### config.mk
export PLATFORM = sky130hd
export DESIGN_NAME = exec_unit_mc
export DESIGN_NICKNAME = d
export VERILOG_FILES = /design/src/rtl/exec_mc_pkg.sv /design/src/rtl/exec_unit_mc_shift_add_mul.sv /design/src/rtl/exec_unit_mc.sv
export SDC_FILE = /design/constraint.sdc
export NUM_CORES = 1
export LEC_CHECK = 0
export CORE_MARGIN = 2
export CORE_UTILIZATION = 55
export CTS_CLUSTER_DIAMETER = 30
export DETAILED_ROUTE_END_ITERATION = 12
export PLACE_DENSITY = 0.85
export SETUP_SLACK_MARGIN = 0.5
export SYNTH_ARGS = -nofsm -noshare
export SYNTH_HDL_FRONTEND = slang
export SYNTH_HIERARCHICAL = 1
export SYNTH_SLANG_ARGS = --single-unit
### constraint.sdc
create_clock -name clk -period 2.4 [get_ports clk]
set_input_delay 0.24 -clock clk [delete_from_list [all_inputs] [get_ports clk]]
set_output_delay 0.24 -clock clk [all_outputs]
set_load 0.005 [all_outputs]
### src/rtl/exec_mc_pkg.sv
// Shared definitions for the multi-cycle execution unit: opcodes, FSM states
// and the parameter sanity check used at elaboration.
package exec_mc_pkg;

  localparam logic [7:0] OP_NOP  = 8'h00;
  localparam logic [7:0] OP_LDA  = 8'h01;
  localparam logic [7:0] OP_LDB  = 8'h02;
  localparam logic [7:0] OP_LDAB = 8'h03;
  localparam logic [7:0] OP_LDO  = 8'h04;
  localparam logic [7:0] OP_LDSA = 8'h05;
  localparam logic [7:0] OP_LDSB = 8'h06;
  localparam logic [7:0] OP_LSH  = 8'h07;
  localparam logic [7:0] OP_RSH  = 8'h08;
  localparam logic [7:0] OP_ADD  = 8'h09;
  localparam logic [7:0] OP_SUB  = 8'h0A;
  localparam logic [7:0] OP_AND  = 8'h0B;
  localparam logic [7:0] OP_OR   = 8'h0C;
  localparam logic [7:0] OP_XOR  = 8'h0D;
  localparam logic [7:0] OP_INV  = 8'h0E;
  localparam logic [7:0] OP_CLR  = 8'h0F;
  localparam logic [7:0] OP_ADDS = 8'h10;
  localparam logic [7:0] OP_SNZA = 8'h11;
  localparam logic [7:0] OP_SNZS = 8'h12;
  localparam logic [7:0] OP_MUL  = 8'h13;

  typedef enum logic [0:0] {ST_IDLE, ST_MUL} state_t;

  // The full product of two IN_WIDTH values must fit in the OUT_WIDTH registers.
  function automatic bit widths_ok(input int in_w, input int out_w);
    return out_w >= 2 * in_w;
  endfunction

endpackage

### src/rtl/exec_unit_mc_shift_add_mul.sv
// Sequential shift-add multiplier. The running sum lives in the caller's ACC;
// this block supplies the next partial sum each cycle and flags the last step.
module shift_add_mul #(
  parameter int IN_WIDTH  = 4,
  parameter int OUT_WIDTH = 8
) (
  input  logic                 clk,
  input  logic                 reset,
  input  logic                 start,
  input  logic [IN_WIDTH-1:0]  a,
  input  logic [IN_WIDTH-1:0]  b,
  input  logic [OUT_WIDTH-1:0] acc,
  output logic [OUT_WIDTH-1:0] product,
  output logic                 done
);

  localparam int CW = $clog2(IN_WIDTH + 1);

  logic [OUT_WIDTH-1:0] mcand;
  logic [IN_WIDTH-1:0]  mplier;
  logic [CW-1:0]        cnt;

  always_ff @(posedge clk or negedge reset) begin
    if (!reset) begin
      mcand  <= '0;
      mplier <= '0;
      cnt    <= '0;
    end else if (start) begin
      mcand  <= OUT_WIDTH'(a);
      mplier <= b;
      cnt    <= CW'(IN_WIDTH);
    end else if (cnt != '0) begin
      mcand  <= mcand << 1;
      mplier <= mplier >> 1;
      cnt    <= cnt - CW'(1);
    end
  end

  assign product = acc + (mplier[0] ? mcand : '0);
  assign done    = (cnt == CW'(1));

endmodule

### src/rtl/exec_unit_mc.sv
// Multi-cycle execution unit: decoded-ROM instructions over valid/ready, with
// A/B/O/SR/ACC registers, sequential multiply and a skip request to the PC.
module exec_unit_mc
  import exec_mc_pkg::*;
#(
  parameter int IN_WIDTH     = 4,
  parameter int OUT_WIDTH    = 8,
  parameter int OPCODE_WIDTH = 8
) (
  input  logic                    clk,
  input  logic                    reset,
  input  logic                    instr_valid,
  output logic                    instr_ready,
  input  logic [OPCODE_WIDTH-1:0] opcode,
  input  logic [2*IN_WIDTH-1:0]   operand,
  output logic [OUT_WIDTH-1:0]    out_data,
  output logic                    out_valid,
  output logic                    skip,
  output logic                    overflow,
  output logic                    zero,
  output logic                    sf
);

  if (!widths_ok(IN_WIDTH, OUT_WIDTH)) begin : g_width_err
    $error("exec_unit_mc: OUT_WIDTH must be >= 2*IN_WIDTH");
  end

  state_t state, state_next;

  logic [IN_WIDTH-1:0]  a_reg, b_reg;
  logic [OUT_WIDTH-1:0] acc, o_reg, sr;
  logic [OUT_WIDTH-1:0] a_ext, b_ext, mul_product;
  logic [OUT_WIDTH:0]   sub_wide, adds_wide;
  logic                 accept, mul_start, mul_done;

  assign instr_ready = (state == ST_IDLE);
  assign accept      = instr_valid && instr_ready;
  assign mul_start   = accept && (opcode == OPCODE_WIDTH'(OP_MUL));

  assign a_ext     = OUT_WIDTH'(a_reg);
  assign b_ext     = OUT_WIDTH'(b_reg);
  assign sub_wide  = {1'b0, a_ext} - {1'b0, b_ext};
  assign adds_wide = {1'b0, acc} + {1'b0, sr};

  assign out_data = o_reg;
  assign zero     = (acc == '0);

  shift_add_mul #(
    .IN_WIDTH (IN_WIDTH),
    .OUT_WIDTH(OUT_WIDTH)
  ) u_mul (
    .clk    (clk),
    .reset  (reset),
    .start  (mul_start),
    .a      (a_reg),
    .b      (b_reg),
    .acc    (acc),
    .product(mul_product),
    .done   (mul_done)
  );

  always_ff @(posedge clk or negedge reset) begin
    if (!reset) state <= ST_IDLE;
    else        state <= state_next;
  end

  always_comb begin
    state_next = state;
    case (state)
      ST_IDLE: if (mul_start) state_next = ST_MUL;
      ST_MUL:  if (mul_done)  state_next = ST_IDLE;
      default: state_next = ST_IDLE;
    endcase
  end

  // While multiplying, ACC takes the multiplier's partial sum every cycle.
  always_ff @(posedge clk or negedge reset) begin
    if (!reset) begin
      a_reg     <= '0;
      b_reg     <= '0;
      acc       <= '0;
      o_reg     <= '0;
      sr        <= '0;
      sf        <= 1'b0;
      overflow  <= 1'b0;
      out_valid <= 1'b0;
      skip      <= 1'b0;
    end else begin
      out_valid <= 1'b0;
      skip      <= 1'b0;
      if (state == ST_MUL) begin
        acc <= mul_product;
      end else if (accept) begin
        case (opcode)
          OPCODE_WIDTH'(OP_LDA):  a_reg <= operand[2*IN_WIDTH-1:IN_WIDTH];
          OPCODE_WIDTH'(OP_LDB):  b_reg <= operand[IN_WIDTH-1:0];
          OPCODE_WIDTH'(OP_LDAB): begin
            a_reg <= operand[2*IN_WIDTH-1:IN_WIDTH];
            b_reg <= operand[IN_WIDTH-1:0];
          end
          OPCODE_WIDTH'(OP_LDO): begin
            o_reg     <= acc;
            out_valid <= 1'b1;
          end
          OPCODE_WIDTH'(OP_LDSA): sr <= a_ext;
          OPCODE_WIDTH'(OP_LDSB): sr <= b_ext;
          OPCODE_WIDTH'(OP_LSH): begin
            sf <= sr[OUT_WIDTH-1];
            sr <= sr << 1;
          end
          OPCODE_WIDTH'(OP_RSH): begin
            sf <= sr[0];
            sr <= sr >> 1;
          end
          OPCODE_WIDTH'(OP_ADD): begin
            acc      <= a_ext + b_ext;
            overflow <= 1'b0;
          end
          OPCODE_WIDTH'(OP_SUB): begin
            acc      <= sub_wide[OUT_WIDTH-1:0];
            overflow <= sub_wide[OUT_WIDTH];
          end
          OPCODE_WIDTH'(OP_AND):  acc <= a_ext & b_ext;
          OPCODE_WIDTH'(OP_OR):   acc <= a_ext | b_ext;
          OPCODE_WIDTH'(OP_XOR):  acc <= a_ext ^ b_ext;
          OPCODE_WIDTH'(OP_INV):  acc <= ~acc;
          OPCODE_WIDTH'(OP_CLR): begin
            acc      <= '0;
            overflow <= 1'b0;
          end
          OPCODE_WIDTH'(OP_ADDS): begin
            acc      <= adds_wide[OUT_WIDTH-1:0];
            overflow <= adds_wide[OUT_WIDTH];
          end
          OPCODE_WIDTH'(OP_SNZA): skip <= (a_reg != '0);
          OPCODE_WIDTH'(OP_SNZS): skip <= (sr != '0);
          OPCODE_WIDTH'(OP_MUL):  acc <= '0;
          default: ;
        endcase
      end
    end
  end

endmodule
==> impl_metrics.json <==
{
  "cts_max_level": 2,
  "fin_worst_skew_ns": 0.0111,
  "synth_top_area_share_pct": 33.9,
  "fp.coreArea_sq_mm": 0.00676,
  "pre_cts_ws_ns": -0.0601,
  "max_slew_margin_pct": 59.8,
  "status": "finished clean",
  "cts_tree": "done",
  "maxCapViolations": 0,
  "multi_input_area_sq_mm": 0.00271,
  "synth-seq-cells": 52,
  "die_h_microns": 87.5,
  "synthArstFlopShare_pct": 100,
  "clock-root-buffer": "clkbuf_8",
  "fillers": 465,
  "crit_required_ns": 2.66,
  "cts_buffers": 5,
  "syn_area_sq_mm": 0.00384,
  "cp.arrival_ns": 2.44,
  "syn_inst": 447,
  "rsz0062_at_grt": "yes",
  "dieArea_sq_mm": 0.00766,
  "holdWs_ns": 0.452,
  "use_met1_pct": 40.9,
  "drive_gt1_share_pct": 29.2,
  "grt_util_met3_pct": 4.52,
  "endpoint_kind": "register",
  "antenna_left": 0,
  "synthTopCellsByArea": "dfrtp_1 34%, ha_1 9.8%, nand2_1 6.5%",
  "ff_latch_area_sq_mm": 0.00131,
  "fin_crit_ns": 2.19,
  "finalWirelength_microns": 12500,
  "setup_viol": 0,
  "p_leak_nw": 2.28,
  "synth.largest_area_cell": "dfrtp_1",
  "grt_usage_pct": 31.7,
  "critPathLaunchType": "register",
  "grt_overflow": 0,
  "fin_util_pct": 77.0,
  "place.gp.congestion": 1.02,
  "hold_path_class": "primary input to asynchronous set/reset pin",
  "diodes": 0,
  "top_level_ports": 33,
  "vias": 3984,
  "yosys-top-cells-count": "66 x nand2_1, 52 x dfrtp_1, 36 x o21ai_0, 32 x inv_1, 30 x ha_1",
  "grt_pass1_wl_microns": 18900,
  "synth_nets": 500,
  "ir_worst_vdd_mv": 0.337,
  "dpl_cell_area_sq_mm": 0.00455,
  "area_delta_synth_final_pct": 35.6,
  "gr-usage-met2_pct": 53.0,
  "slowest_delay_ns": 0.51,
  "clkSinkCount": 52,
  "criticalPathCategory": "register to register",
  "crit_buf_inv": 0,
  "finish.instance_area_sq_mm": 0.00520,
  "ys_seq_area_share_pct": 33.9,
  "crit_chain": "ha_1 > o21ai_0 > a21oi_4 > or4_1 > a31oi_1 > a221o_1",
  "tightest_slew_ns": 0.603,
  "synth-main-ff-cell": "dfrtp_1",
  "avgViaCountPerCell": 6.48,
  "timing.fmax_ghz": 0.457,
  "grt_pass1_vias": 3843,
  "first_pass_iters": 5,
  "clk_path_buf_depth": 2,
  "finalHoldViolations": 0,
  "rows": 30,
  "slew_violations": 0,
  "fin_ws_ns": 0.211,
  "numPortBuffers": 32,
  "fin_crit_sh_pct": 91.2,
  "synth_edf_count": 0,
  "grt_max_degree": 31,
  "synth.avg_cell_area_sq_um": 8.59,
  "drc_errors": 0,
  "wl_per_cell_microns": 20.2,
  "insertion_delay_ns": 0.32,
  "cts.clk_slew.worst_paths_ns": 0.11,
  "gr-max-usage-layer": "met2",
  "start_util_pct": 56.8,
  "nets": 587,
  "yosysMostFrequentCell": "nand2_1",
  "power_density_mw_per_mm2": 557,
  "critical_path.max_fanout": 5,
  "detailed_place_hpwl_microns": 8870,
  "synth.distinct_cells": 62,
  "crit_family": "compound AO/OA/AOI/OAI gates",
  "cp_slowest_cell": "or4_1",
  "ff2ff_setup_slack_ns": 0.21,
  "die_width_microns": 87.5,
  "yosys_warnings": 6,
  "antenna_found_initial": 0,
  "drt_iter0_markers": 516
}
-- cell usage in the layout, fill, tap and decap left out, types with 5 or more instances in the layout --
cell             Yosys  routed
clkbuf_8             0       5
clkdlybuf4s50_1      0      25
a31oi_1              7       6
ha_1                30      17
mux2i_1              7       7
xnor2_1              9       7
nor2b_1              7       6
xor2_1               5       5
and2_1               9       6
a21oi_1             29      22
o21ai_0             36      30
nor3_1              10       5
o211ai_1             5       5
nand2_1             66      63
nor2_1              21      20
buf_4                0      52
o22ai_1              6       5
or3_4                1       5
dfrtp_1             52      49
dlygate4sd2_1        0       5
a21oi_2              0       6
a21o_1               5       5
ha_4                 0      11
nand3_1              7       6
o21ai_1              0       6
inv_1               32      24
nand2b_1             8       6
buf_6                2       9
mux2_2               8       8
inv_2                0       8
nor3_4               0       5
-- final timing paths --
check,startpoint,endpoint,depth (start not counted)
min in group clk,out_data[4],out_data[4],2
hold reg to reg,out_data[4],out_data[4],2
max in group asynchronous,reset,sr[1],3
setup / recovery,acc[3],acc[4],6
hold / removal,reset,out_data[1],2
setup reg to reg,acc[3],acc[4],6
-- routing by layer --
metal	vias to the layer above	wire length [microns]
met1	1902	4850
met5	-	0
li1	1774	-
met2	238	6000
met3	70	926
met4	0	668
-- kinds of logic after synthesis --
logic type      count (synthesis)  synth area share (%)
buf+inv                        48                  5.15
simple gates                  158                  20.7
mux                            15                  4.17
fa+ha+maj                      34                  11.9
flops                          52                  33.9
xor+xnor                       14                  3.19
compound gates                126                  21.0
-- final cells by class --
class                   instances  area share, %
multi-input cells             347           52.2
clock inverters                 3          0.962
inverters                      32           2.31
well taps                      80           1.92
repair buffers                 96           16.3
clock buffers                   5           1.32
flip-flops and latches         52           25.1
-- repair_timing --
item / CTS / global route
hold endpoints to repair: 22 / 0
resized for setup: 42 / 50
setup buffers: 16 / 5
hold buffers: 1 / 0
endpoints found under the setup margin: 31 / 43
pin swaps: 30 / 29
-- metrics by stage --
stage                     cells  total power, mW  setup TNS (ns)
after floorplan             447             1.69               0
after global placement      585             2.00               0
after detailed placement    585             2.04          -0.146
after CTS                   610             2.77               0
after global routing        615             3.05               0
final                       615             2.90               0
-- report_power, final --
part | internal (mW) | switching [mW] | total [mW]
Clock | 0.322 | 0.335 | 0.658
Sequential | 0.975 | 0.126 | 1.10
Combinational | 0.539 | 0.601 | 1.14
Total | 1.84 | 1.06 | 2.90
Note: power is estimated with default switching activity, not from simulation.
